File: config.mk
export PLATFORM = sky130hd
export DESIGN_NAME = proc_host_driver
export DESIGN_NICKNAME = d
export VERILOG_FILES = /design/src/rtl/proc_host_driver.sv
export SDC_FILE = /design/constraint.sdc
export NUM_CORES = 1
export LEC_CHECK = 0
export BUFFER_PORTS_ARGS = -buffer_cell sky130_fd_sc_hd__buf_2
export CORE_UTILIZATION = 46
export CTS_BUF_LIST = sky130_fd_sc_hd__clkbuf_16
export DETAILED_ROUTE_END_ITERATION = 6
export PLACE_DENSITY = 0.68
export SYNTH_ARGS = -nofsm -noshare
export SYNTH_HDL_FRONTEND = slang
export SYNTH_SLANG_ARGS = --single-unit
export TNS_END_PERCENT = 10
File: constraint.sdc
create_clock -name clk -period 6.2 [get_ports clk]
set_clock_uncertainty 0.05 [all_clocks]
set_input_delay 0.93 -clock clk [delete_from_list [all_inputs] [get_ports clk]]
set_output_delay 0.93 -clock clk [all_outputs]
set_load 0.005 [all_outputs]
File: src/rtl/proc_host_driver.sv
// proc_host_driver: initiator side of the processor run handshake (init / req / ack).
//
// On an accepted start it holds the processor in init for INIT_CYCLES cycles,
// pulses req for one cycle, then waits for a rising edge on proc_ack. It counts
// the WAIT cycles and reports done (ack seen) or timeout (TIMEOUT cycles with no ack).
//
// Ports:
//   clk          system clock, rising edge
//   init_n       asynchronous active-low reset
//   start        request one run (sampled only in IDLE)
//   abort        cancel the current run (sampled in any state)
//   proc_ack     processor ack level
//   proc_init    processor init, active high (held high while this block is in reset)
//   proc_req     processor start request, one-cycle pulse
//   busy         run in progress
//   done         sticky: last run ended on an ack edge
//   timeout      sticky: last run hit TIMEOUT
//   cycle_count  WAIT cycles consumed by the last or current run
//   run_count    successful runs, wraps 255 -> 0
module proc_host_driver #(
    parameter int unsigned INIT_CYCLES = 4,
    parameter int unsigned TIMEOUT     = 4096,
    parameter int unsigned CW          = 16
) (
    input  logic          clk,
    input  logic          init_n,
    input  logic          start,
    input  logic          abort,
    input  logic          proc_ack,
    output logic          proc_init,
    output logic          proc_req,
    output logic          busy,
    output logic          done,
    output logic          timeout,
    output logic [CW-1:0] cycle_count,
    output logic [7:0]    run_count
);

    localparam int unsigned   IW          = (INIT_CYCLES > 1) ? $clog2(INIT_CYCLES) : 1;
    localparam logic [IW-1:0] InitLoad    = IW'(INIT_CYCLES - 1);
    localparam logic [CW-1:0] TimeoutVal  = CW'(TIMEOUT);

    typedef enum logic [1:0] {
        StIdle,
        StInit,
        StReq,
        StWait
    } state_e;

    state_e          state_q;
    logic [IW-1:0]   init_cnt_q;
    logic            ack_q;
    logic            proc_init_q;
    logic            proc_req_q;
    logic            busy_q;
    logic            done_q;
    logic            timeout_q;
    logic [CW-1:0]   cycle_count_q;
    logic [7:0]      run_count_q;

    logic            ack_edge;
    logic [CW-1:0]   cycle_inc;

    // A stale ack (already high when WAIT is entered) produces no edge here.
    assign ack_edge  = proc_ack & ~ack_q;
    assign cycle_inc = cycle_count_q + CW'(1);

    always_ff @(posedge clk or negedge init_n) begin
        if (!init_n) begin
            state_q       <= StIdle;
            init_cnt_q    <= '0;
            ack_q         <= 1'b0;
            proc_init_q   <= 1'b1;  // keep the processor in init while we are in reset
            proc_req_q    <= 1'b0;
            busy_q        <= 1'b0;
            done_q        <= 1'b0;
            timeout_q     <= 1'b0;
            cycle_count_q <= '0;
            run_count_q   <= '0;
        end else begin
            ack_q <= proc_ack;
            if (abort && (state_q != StIdle)) begin
                state_q     <= StIdle;
                proc_init_q <= 1'b0;
                proc_req_q  <= 1'b0;
                busy_q      <= 1'b0;
                // The aborted WAIT cycle still counts, then the count is frozen.
                if (state_q == StWait) begin
                    cycle_count_q <= cycle_inc;
                end
            end else begin
                unique case (state_q)
                    StIdle: begin
                        proc_init_q <= 1'b0;
                        proc_req_q  <= 1'b0;
                        busy_q      <= 1'b0;
                        if (start && !abort) begin
                            state_q       <= StInit;
                            proc_init_q   <= 1'b1;
                            busy_q        <= 1'b1;
                            done_q        <= 1'b0;
                            timeout_q     <= 1'b0;
                            cycle_count_q <= '0;
                            init_cnt_q    <= InitLoad;
                        end
                    end
                    StInit: begin
                        if (init_cnt_q == '0) begin
                            state_q     <= StReq;
                            proc_init_q <= 1'b0;
                            proc_req_q  <= 1'b1;
                        end else begin
                            init_cnt_q  <= init_cnt_q - IW'(1);
                        end
                    end
                    StReq: begin
                        state_q    <= StWait;
                        proc_req_q <= 1'b0;
                    end
                    StWait: begin
                        cycle_count_q <= cycle_inc;
                        // Ack has priority over a timeout in the same cycle.
                        if (ack_edge) begin
                            state_q     <= StIdle;
                            busy_q      <= 1'b0;
                            done_q      <= 1'b1;
                            run_count_q <= run_count_q + 8'd1;
                        end else if (cycle_inc == TimeoutVal) begin
                            state_q   <= StIdle;
                            busy_q    <= 1'b0;
                            timeout_q <= 1'b1;
                        end
                    end
                    default: state_q <= StIdle;
                endcase
            end
        end
    end

    assign proc_init   = proc_init_q;
    assign proc_req    = proc_req_q;
    assign busy        = busy_q;
    assign done        = done_q;
    assign timeout     = timeout_q;
    assign cycle_count = cycle_count_q;
    assign run_count   = run_count_q;

endmodule
==> key figures, run 1 <==
Synthesis
  – Yosys cell types: 48
  – Average size of a mapped cell: 8.74 µm²
  – Number of synthesized flops with an enable pin: 0
  – Syn_nets: 251
  – Most area-consuming cells after synthesis: dfrtp_1 (40%), nand2_1 (6.5%), ha_1 (4.8%), o21ai_0 (4.6%), nor2_1 (3.6%)
  – Ys async rst share: 100%
  – Synth Instances: 238
  – Synth area leader: dfrtp_1
  – Sequential share of the synthesized area: 41.0%
  – Post-Syn Area: 2080 µm²
  – Seq cells post-synth: 34
  – Ys Warns: 0
  – Synth Flop Type: dfrtp_1
  – Top cell type's share of synthesized area: 39.7%

Finish
  – Area Overhead vs Synth: 16.3%
  – Layout cells sized above 1: 18.9%
  – Nets@finish: 276
  – Filler cells: 419
  – Finished Core Util: 55.5%
  – # diodes: 0

Critical path
  – Worst Path Arrival: 3.48 ns
  – Worst setup startpoint: abort
  – Worst Setup Start Kind: input port
  – Crit path capture: cycle_count[14]
  – Reg-to-Reg Start: state_q[0]
  – Reg-to-reg endpoint: cycle_count[14]
  – CP Capture Type: register
  – Crit path max fanout: 18
  – Critical path type: in2reg
  – Worst EP required: 6.29 ns
  – Reg2Reg Depth: 5
  – Setup slack of the most critical reg-to-reg path: 2.97 ns

Routing
  – Via count: 1,784
  – Per-cell routed wire length: 13.8 µm
  – DRT iter0 DRCs: 50
  – Final ANT Viol Nets: 0
  – Final WL: 4350 µm
  – 1st-pass router iterations: 4
  – DRC Markers: 0
  – Routed vias/inst: 5.65

STA
  – Actual slew at the worst max-slew pin: 1.19 ns
  – Worst Hold Margin: 0.416 ns
  – Worst Setup Slack, final: 2.82 ns
  – Max-slew violations: 0
  – Fmax: 0.295 GHz
  – Minimum clock period: 3.38 ns
  – Final Cycle Share: 54.6%
  – Final Hold Vio Count: 0
  – RSZ-0062 raised after global routing: false
  – Rel. slew slack: 20.4%
  – Setup TNS: 0 ns
  – Finish-stage setup viols: 0

Floorplanning
  – Starting Density: 47.8%
  – Die X: 69.2 µm
  – Row count: 24
  – Core Area: 4350 µm²
  – Die area: 4790 µm²
  – I/O Pins: 34
  – Die height: 69.2 µm

Placement
  – Dpl ws: 2.61 ns
  – Post-DP HPWL: 3090 µm
  – RD Place Congestion: 0.880
  – Port Buffers: 33

Global route
  – Total congestion overflow: 0
  – Total track usage: 19.4%
  – Largest net degree at the start of global routing: 35
  – Initial antenna violation count: 0
  – Vias in the first global route: 1,646
  – First-pass GRT wire length: 7510 µm

Clock tree
  – H-tree levels: 2
  – CTS tree: done
  – Clock Tree Buf Depth: 2
  – Clk Latency, worst-skew pair: 0.28 ns
  – TritonCTS buffer count: 5
  – CTS Hold Bufs: 0
  – Cts repair resizes: 0
  – Root buffer cell: clkbuf_16
  – CTS clk-pin slew, worst paths: 0.05 ns
  – Setup bufs post-CTS: 0
  – Clk sinks: 34

Power and ir drop
  – Total power: 0.000906 W
  – Peak VDD IR: 0.198 mV
  – Leak pwr: 1.14 nW
  – Pwr Density: 374 nW/µm²

Run
  – Max-Cap Viols: 0

Min path
  – Worst hold-check path type: reg2reg
  – Hold Path Origin: run_count[7]

Outcome
  – Outcome: complete, no violations
## layout make-up
class | count | area (µm²) | area share [%]
Tap cell | 52 | 65.1 | 2.69
Inverter | 10 | 37.5 | 1.55
Clock buffer | 5 | 125 | 5.17
Clock inverter | 3 | 68.8 | 2.85
Timing Repair Buffer | 33 | 165 | 6.83
Multi-Input combinational cell | 179 | 1100 | 45.7
Sequential cell | 34 | 852 | 35.2
## where the power goes
group	switching [W]	internal, W	total, W
clock network	0.0000930	0.000231	0.000324
registers	0.0000311	0.000256	0.000287
logic	0.000183	0.000112	0.000295
## per-layer routing
metal	GRT usage, %	share of wire [%]	vias up
li1	-	-	890
met1	26.1	48	846
met2	31.1	47	41
met3	3.92	3.7	7
met4	7.03	1.7	0
met5	0	0	-
## sequential cells by signal, summed over array words and instances, names as in the netlist
register     count
init_cnt_q       2
done             1
timeout          1
proc_init        1
busy             1
ack_q            1
state_q          2
cycle_count     16
proc_req         1
run_count        8
## per-stage QoR
stage,instance area [µm²],cells
after floorplan,2080,238
after global placement,2220,308
after detailed placement,2220,308
after CTS,2420,316
after global routing,2420,316
final,2420,316
## cell usage in the layout (no fill, tap or decap), drive strengths merged, types with 4 or more instances in the layout
| cell type | instances |
|---|---|
| nor2 | 20 |
| a21oi | 11 |
| nand3 | 8 |
| ha | 8 |
| xnor2 | 7 |
| and3 | 4 |
| nor3 | 11 |
| clkbuf | 5 |
| nand4 | 5 |
| mux2i | 5 |
| o21ai | 21 |
| dfrtp | 33 |
| inv | 10 |
| o31ai | 6 |
| nand2 | 37 |
| buf | 33 |
## cell usage after synthesis (2+ instances only)
master,n
nand4_1,5
a41oi_1,2
nand2b_1,2
buf_4,2
and3_1,4
a21o_1,2
inv_1,10
ha_1,8
xnor2_1,7
mux2_2,2
o21a_1,3
dfrtp_1,33
nand3_1,7
o21ai_0,19
nor4_1,2
nor2b_1,2
xor2_1,3
clkbuf_1,6
nand2_1,36
a21oi_1,11
nor3_1,10
buf_6,2
a31oi_1,3
buf_2,4
a22o_1,2
o31ai_1,6
mux2i_1,5
nor2_1,20
## worst min path at each step
stage	end	slack, ns	cells past startpoint
floorplan	run_count[7]	0.42	1
global placement	run_count[7]	0.41	1
detailed placement	run_count[7]	0.41	1
CTS	run_count[7]	0.42	1
global route	run_count[7]	0.43	1
finish	run_count[7]	0.42	1
## critical path, cell delays in order
cell	delay (ns)
buf_2	0.15
nand2b_1	0.16
a21oi_1	0.94
o21ai_1	0.71
o41ai_1	0.58
## logic make-up (layout without fill, tap and decap cells)
group                    count (synthesis)  in the layout  share of synthesized area (%)
multiplexers                             8              8                           4.03
AND/OR/NAND/NOR                         94             94                           21.8
adder cells (fa/ha/maj)                  8              8                           4.81
flip-flops                              34             34                           41.0
AO/OA/AOI/OAI                           59             59                           18.3
XOR/XNOR                                10             10                           4.21
buffers and inverters                   25             51                           5.90
Note: power is estimated with default switching activity, not from simulation.
==> run 2, diff against run 1 <==
==> constraint.sdc (replaced) <==
create_clock -name clk -period 3.4 [get_ports clk]
set_clock_uncertainty 0.05 [all_clocks]
set_input_delay 0.51 -clock clk [delete_from_list [all_inputs] [get_ports clk]]
set_output_delay 0.51 -clock clk [all_outputs]
set_load 0.005 [all_outputs]
==> key figures, run 2 (same netlist as run 1, synthesis figures left out) <==
Outcome
  – Outcome: complete, no violations (unchanged)

Clock tree
  – Clk Latency, worst-skew pair: 0.28 ns (about the same)
  – Root buffer cell: clkbuf_16 (unchanged)
  – Setup bufs post-CTS: 0 (unchanged)
  – CTS Hold Bufs: 0 (unchanged)
  – H-tree levels: 2 (unchanged)
  – Clock Tree Buf Depth: 2 (unchanged)
  – CTS clk-pin slew, worst paths: 0.06 ns (was 0.05 ns)
  – TritonCTS buffer count: 5 (unchanged)
  – Clk sinks: 34 (unchanged)
  – Cts repair resizes: 0 (unchanged)
  – CTS tree: done (unchanged)

Critical path
  – Worst EP required: 3.51 ns (was 6.29 ns)
  – Worst Setup Start Kind: register (was input port)
  – Slowest CP cell: a2111oi_2 (was a21oi_1)
  – Critical path type: reg2reg (was in2reg)
  – Reg-to-Reg Start: cycle_count[0] (was state_q[0])
  – Worst setup startpoint: cycle_count[0] (was abort)
  – Worst Path Arrival: 2.71 ns (was 3.48 ns)
  – Setup slack of the most critical reg-to-reg path: 0.79 ns (was 2.97 ns)
  – Reg2Reg Depth: 8 (was 5)
  – CP cell instances: ha_1 -> nand3_4 -> nor3_1 -> mux2_1 -> a41oi_1 -> a2111oi_2 -> o21ai_2 -> mux2i_1 (was buf_2 -> nand2b_1 -> a21oi_1 -> o21ai_1 -> o41ai_1)
  – Reg-to-reg endpoint: state_q[1] (was cycle_count[14])
  – Crit path max fanout: 7 (was 18)
  – Crit path capture: state_q[1] (was cycle_count[14])
  – CP Capture Type: register (unchanged)
  – Slowest stage delay, CP: 0.57 ns (was 0.94 ns)

Routing
  – Highest metal used: met4 (unchanged)
  – 1st-pass router iterations: 4 (unchanged)
  – Per-cell routed wire length: 14.2 µm (was 13.8 µm)
  – Routed met3 length: 206 µm (was 162 µm)
  – DRC Markers: 0 (unchanged)
  – DRT iter0 DRCs: 98 (was 50)
  – Met1 wire length: 2070 µm (was 2090 µm)
  – Routed vias/inst: 5.66 (was 5.65)
  – Met2 wire len: 2180 µm (was 2020 µm)
  – Final ANT Viol Nets: 0 (unchanged)
  – Final WL: 4530 µm (was 4350 µm)
  – Via count: 1,804 (was 1,784)

Global route
  – Total track usage: 21.3% (was 19.4%)
  – Total congestion overflow: 0 (unchanged)
  – Vias in the first global route: 1,752 (was 1,646)
  – First-pass GRT wire length: 8200 µm (was 7510 µm)
  – Initial antenna violation count: 0 (unchanged)
  – Largest net degree at the start of global routing: 35 (unchanged)

Placement
  – Post-DP HPWL: 3130 µm (was 3090 µm)
  – Port Buffers: 33 (unchanged)
  – Placed cell count: 311 (was 308)
  – RD Place Congestion: 0.866 (was 0.880)

Finish
  – Largest register FFs: 16 (unchanged)
  – Multi-input combinational cell area: 1100 µm² (unchanged)
  – Reg area: 852 µm² (unchanged)
  – Finished Core Util: 56.1% (was 55.5%)
  – Layout cells sized above 1: 19.9% (was 18.9%)
  – Most frequent cells in the layout: nand2_1 (36), dfrtp_1 (33), buf_2 (33) (unchanged)
  – # diodes: 0 (unchanged)
  – Final non-filler cell total: 319 (was 316)
  – Nets@finish: 279 (was 276)
  – Area Overhead vs Synth: 17.4% (was 16.3%)
  – Filler cells: 419 (unchanged)
  – Commonest non-fill, non-tap cell in the layout: nand2_1 (unchanged)

Min path
  – Worst hold-check path type: in2async (was reg2reg)

STA
  – Actual slew at the worst max-slew pin: 0.760 ns (was 1.19 ns)
  – Max-slew violations: 0 (unchanged)
  – Fmax: 0.384 GHz
  – Finish-stage setup viols: 0 (unchanged)
  – Worst Hold Margin: 0.251 ns (was 0.416 ns)
  – Final Hold Vio Count: 0 (unchanged)
  – Setup TNS: 0 ns (unchanged)
  – Final Cycle Share: 76.6%
  – RSZ-0062 raised after global routing: false (unchanged)
  – Rel. slew slack: 49.3% (was 20.4%)
  – Minimum clock period: 2.61 ns

Floorplanning
  – Row count: 24 (unchanged)
  – Die height: 69.2 µm (unchanged)
  – Die X: 69.2 µm (unchanged)
  – Die area: 4790 µm² (unchanged)
  – I/O Pins: 34 (unchanged)
  – Core Area: 4350 µm² (unchanged)
  – Starting Density: 47.8% (unchanged)

Run
  – Max-Cap Viols: 0 (unchanged)

Power and ir drop
  – Leak pwr: 1.15 nW (was 1.14 nW)
  – Peak VDD IR: 0.310 mV (was 0.198 mV)
  – Pwr Density: 696 nW/µm² (was 374 nW/µm²)
run 2: cell types whose count changed in the layout (fill, tap and decap cells not counted):
cell / previous run / this run
buf_4: 0 / 3
run 2: cell type report:
type,count,share of cell area (%)
clock buffers,5,5.13
repair buffers,36,7.69
multi-input cells,179,45.3
flip-flops and latches,34,34.9
well taps,52,2.67
clock inverters,3,2.82
inverters,10,1.54
run 2: where the power goes:
part | internal, W | total [W] | switching, W
clock network | 0.000421 | 0.000594 | 0.000173
logic | 0.000223 | 0.000578 | 0.000354
registers | 0.000467 | 0.000527 | 0.0000599
total | 0.00111 | 0.00170 | 0.000588
run 2: stage by stage:
stage               cell area (µm²)  power (W)  setup WS (ns)
CTS                            2440    0.00172          0.768
global route                   2440    0.00183          0.501
global placement               2250    0.00109          0.839
finish                         2440    0.00170          0.794
detailed placement             2250    0.00111          0.817
floorplan                      2080   0.000936           1.13
run 2: how the worst min path moves through the flow:
stage | startpoint | to | slack, ns
after floorplan | init_n | ack_q | 0.16
after global placement | run_count[7] | run_count[7] | 0.41
after detailed placement | run_count[7] | run_count[7] | 0.43
after CTS | init_n | run_count[3] | 0.28
after global routing | proc_ack | ack_q | 0.29
final | init_n | run_count[3] | 0.25
run 2: critical path: cells and delay by family, from the launching register on:
kind / cells / cell delay (ns)
AO/OA/AOI/OAI: 3 / 0.75
flip-flops: 1 / 0.44
adder cells (fa/ha/maj): 1 / 0.33
multiplexers: 2 / 0.35
AND/OR/NAND/NOR: 2 / 0.56
run 2: routing by layer:
metal,global-route usage (%),vias to the layer above
li1,-,896
met1,26.3,851
met2,35.2,48
met3,5.67,9
met4,8.84,0
met5,0,-
==> run 3, diff against run 2 <==
==> constraint.sdc (replaced) <==
create_clock -name clk -period 2.6 [get_ports clk]
set_clock_uncertainty 0.05 [all_clocks]
set_input_delay 0.39 -clock clk [delete_from_list [all_inputs] [get_ports clk]]
set_output_delay 0.39 -clock clk [all_outputs]
set_load 0.005 [all_outputs]
==> key figures, run 3 (same netlist as run 1, synthesis figures left out) <==
Floorplanning
  – Die height: 69.2 µm (unchanged)
  – Die area: 4790 µm² (unchanged)
  – Starting Density: 47.8% (unchanged)
  – Die X: 69.2 µm (unchanged)
  – Row count: 24 (unchanged)
  – Core Area: 4350 µm² (unchanged)
  – I/O Pins: 34 (unchanged)

Critical path
  – Reg2Reg Depth: 9 (was 8)
  – Crit path max fanout: 7 (unchanged)
  – Reg-to-reg endpoint: busy (was state_q[1])
  – Worst Setup Start Kind: register (unchanged)
  – Setup slack of the most critical reg-to-reg path: 0.20 ns (was 0.79 ns)
  – Critical path type: reg2reg (unchanged)
  – Reg-to-Reg Start: cycle_count[4] (was cycle_count[0])
  – CP Capture Type: register (unchanged)
  – Worst Path Arrival: 2.51 ns (was 2.71 ns)
  – Worst EP required: 2.71 ns (was 3.51 ns)

Finish
  – Filler cells: 409 (was 419)
  – Finished Core Util: 58.0% (was 56.1%)
  – Nets@finish: 292 (was 279)
  – # diodes: 0 (unchanged)
  – Area Overhead vs Synth: 21.5% (was 17.4%)
  – Most frequent cells in the layout: nand2_1 (36), buf_2 (33), dfrtp_1 (32) (was nand2_1 (36), dfrtp_1 (33), buf_2 (33))
  – Multi-input combinational cell area: 1120 µm² (was 1100 µm²)
  – Reg area: 853 µm² (was 852 µm²)
  – Commonest non-fill, non-tap cell in the layout: nand2_1 (unchanged)
  – Largest register FFs: 16 (unchanged)
  – Layout cells sized above 1: 25.0% (was 19.9%)

Routing
  – DRC Markers: 0 (unchanged)
  – 1st-pass router iterations: 4 (unchanged)
  – Final WL: 4690 µm (was 4530 µm)
  – Via count: 1,855 (was 1,804)
  – Per-cell routed wire length: 14.1 µm (was 14.2 µm)
  – DRT iter0 DRCs: 90 (was 98)
  – Routed vias/inst: 5.59 (was 5.66)
  – Final ANT Viol Nets: 0 (unchanged)

STA
  – Final Hold Vio Count: 0 (unchanged)
  – Final Cycle Share: 92.3% (was 76.6%)
  – Finish-stage setup viols: 0 (unchanged)
  – Worst Setup Slack, final: 0.201 ns (was 0.794 ns)
  – Setup TNS: 0 ns (unchanged)
  – Max-slew violations: 0 (unchanged)
  – Actual slew at the worst max-slew pin: 0.742 ns (was 0.760 ns)
  – Fmax: 0.417 GHz (was 0.384 GHz)
  – RSZ-0062 raised after global routing: false (unchanged)
  – Rel. slew slack: 50.5% (was 49.3%)
  – Minimum clock period: 2.40 ns (was 2.61 ns)

Min path
  – Worst hold-check path type: in2async (unchanged)

Power and ir drop
  – Reg power frac: 32.2% (was 31.0%)
  – Sw Pwr: 0.000762 W (was 0.000588 W)
  – Switching part of the total: 36.0% (was 34.6%)
  – Clock power frac: 31.5% (was 35.0%)
  – Peak VDD IR: 0.418 mV (was 0.310 mV)
  – Leak pwr: 1.21 nW (was 1.15 nW)
  – Logic gate share of total power: 36.4% (was 34.0%)
  – Pwr Density: 838 nW/µm² (was 696 nW/µm²)
  – P_int: 0.00136 W (was 0.00111 W)

Global route
  – Total congestion overflow: 0 (unchanged)
  – GR Util met3: 6.25% (was 5.67%)
  – Initial antenna violation count: 0 (unchanged)
  – First-pass GRT wire length: 8630 µm (was 8200 µm)
  – M1 GR Usage: 28.8% (was 26.3%)
  – Vias in the first global route: 1,858 (was 1,752)
  – GR Util met2: 35.0% (was 35.2%)
  – Largest net degree at the start of global routing: 35 (unchanged)
  – Gr busiest metal: met2 (unchanged)
  – Total track usage: 22.3% (was 21.3%)

Placement
  – Dpl ws: 0.151 ns (was 0.817 ns)
  – Port Buffers: 33 (unchanged)
  – RD Place Congestion: 0.858 (was 0.866)
  – Post-DP HPWL: 3300 µm (was 3130 µm)

Clock tree
  – CTS tree: done (unchanged)
  – H-tree levels: 2 (unchanged)
  – CTS Hold Bufs: 0 (unchanged)
  – Setup bufs post-CTS: 0 (unchanged)
  – Root buffer cell: clkbuf_16 (unchanged)
  – Clock Tree Buf Depth: 2 (unchanged)
  – Clk sinks: 34 (unchanged)
  – Cts repair resizes: 0 (unchanged)
  – CTS clk-pin slew, worst paths: 0.06 ns (about the same)
  – Clk Latency, worst-skew pair: 0.28 ns (about the same)
  – TritonCTS buffer count: 5 (unchanged)

Outcome
  – Outcome: complete, no violations (unchanged)

Run
  – Max-Cap Viols: 0 (unchanged)
==> run 3: cell type report <==
class                           instances  share of cell area [%]
Timing Repair Buffer                   49                    11.3
Clock inverter                          3                    1.58
Clock buffer                            5                    4.95
Multi-Input combinational cell        179                    44.3
Tap cell                               52                    2.58
Sequential cell                        34                    33.8
Inverter                               10                    1.49
==> run 3: worst max-delay path: stages, from the launching register on <==
cell and delay, ns:
dfrtp_1 0.46, buf_4 0.19, nor4_1 0.31, a21oi_1 0.07, a2111oi_1 0.38, o2111ai_1 0.19
a2111oi_2 0.25, buf_4 0.18, nor2_1 0.04, a21o_1 0.17
==> run 3: worst max-delay path by stage <==
stage / startpoint / to / slack [ns] / cells past startpoint
6_report: cycle_count[4] / busy / 0.20 / 9
5_1_grt: cycle_count[3] / state_q[0] / 0.002 / 9
4_1_cts: cycle_count[6] / busy / 0.12 / 7
3_5_place_dp: cycle_count[1] / state_q[0] / 0.15 / 9
3_3_place_gp: cycle_count[6] / busy / 0.15 / 7
2_1_floorplan: cycle_count[0] / state_q[0] / 0.33 / 8
==> run 3: through the flow <==
| stage | cells | power (W) | hold WS [ns] | instance area (µm²) |
|---|---|---|---|---|
| finish | 332 | 0.00212 | 0.126 | 2530 |
| global route | 332 | 0.00230 | 0.174 | 2530 |
| CTS | 332 | 0.00213 | 0.167 | 2510 |
| floorplan | 238 | 0.00122 | 0.0444 | 2080 |
| detailed placement | 324 | 0.00145 | 0.415 | 2340 |
| global placement | 324 | 0.00144 | 0.409 | 2340 |
==> run 3: per-layer routing <==
layer | share of wire, % | wire length [µm] | up-vias
li1 | - | - | 926
met1 | 48 | 2250 | 879
met2 | 47 | 2210 | 43
met3 | 3.9 | 183 | 7
met4 | 1.1 | 53 | 0
met5 | 0 | 0 | -
==> run 3: power groups by stage <==
| stage | Clock, W | Combinational (W) | Sequential (W) |
|---|---|---|---|
| 2_1_floorplan | 0 | 0.000534 | 0.000689 |
| 3_3_place_gp | 0 | 0.000750 | 0.000686 |
| 3_5_place_dp | 0 | 0.000763 | 0.000691 |
| 4_1_cts | 0.000682 | 0.000770 | 0.000682 |
| 5_1_grt | 0.000702 | 0.000898 | 0.000696 |
| 6_report | 0.000667 | 0.000770 | 0.000681 |
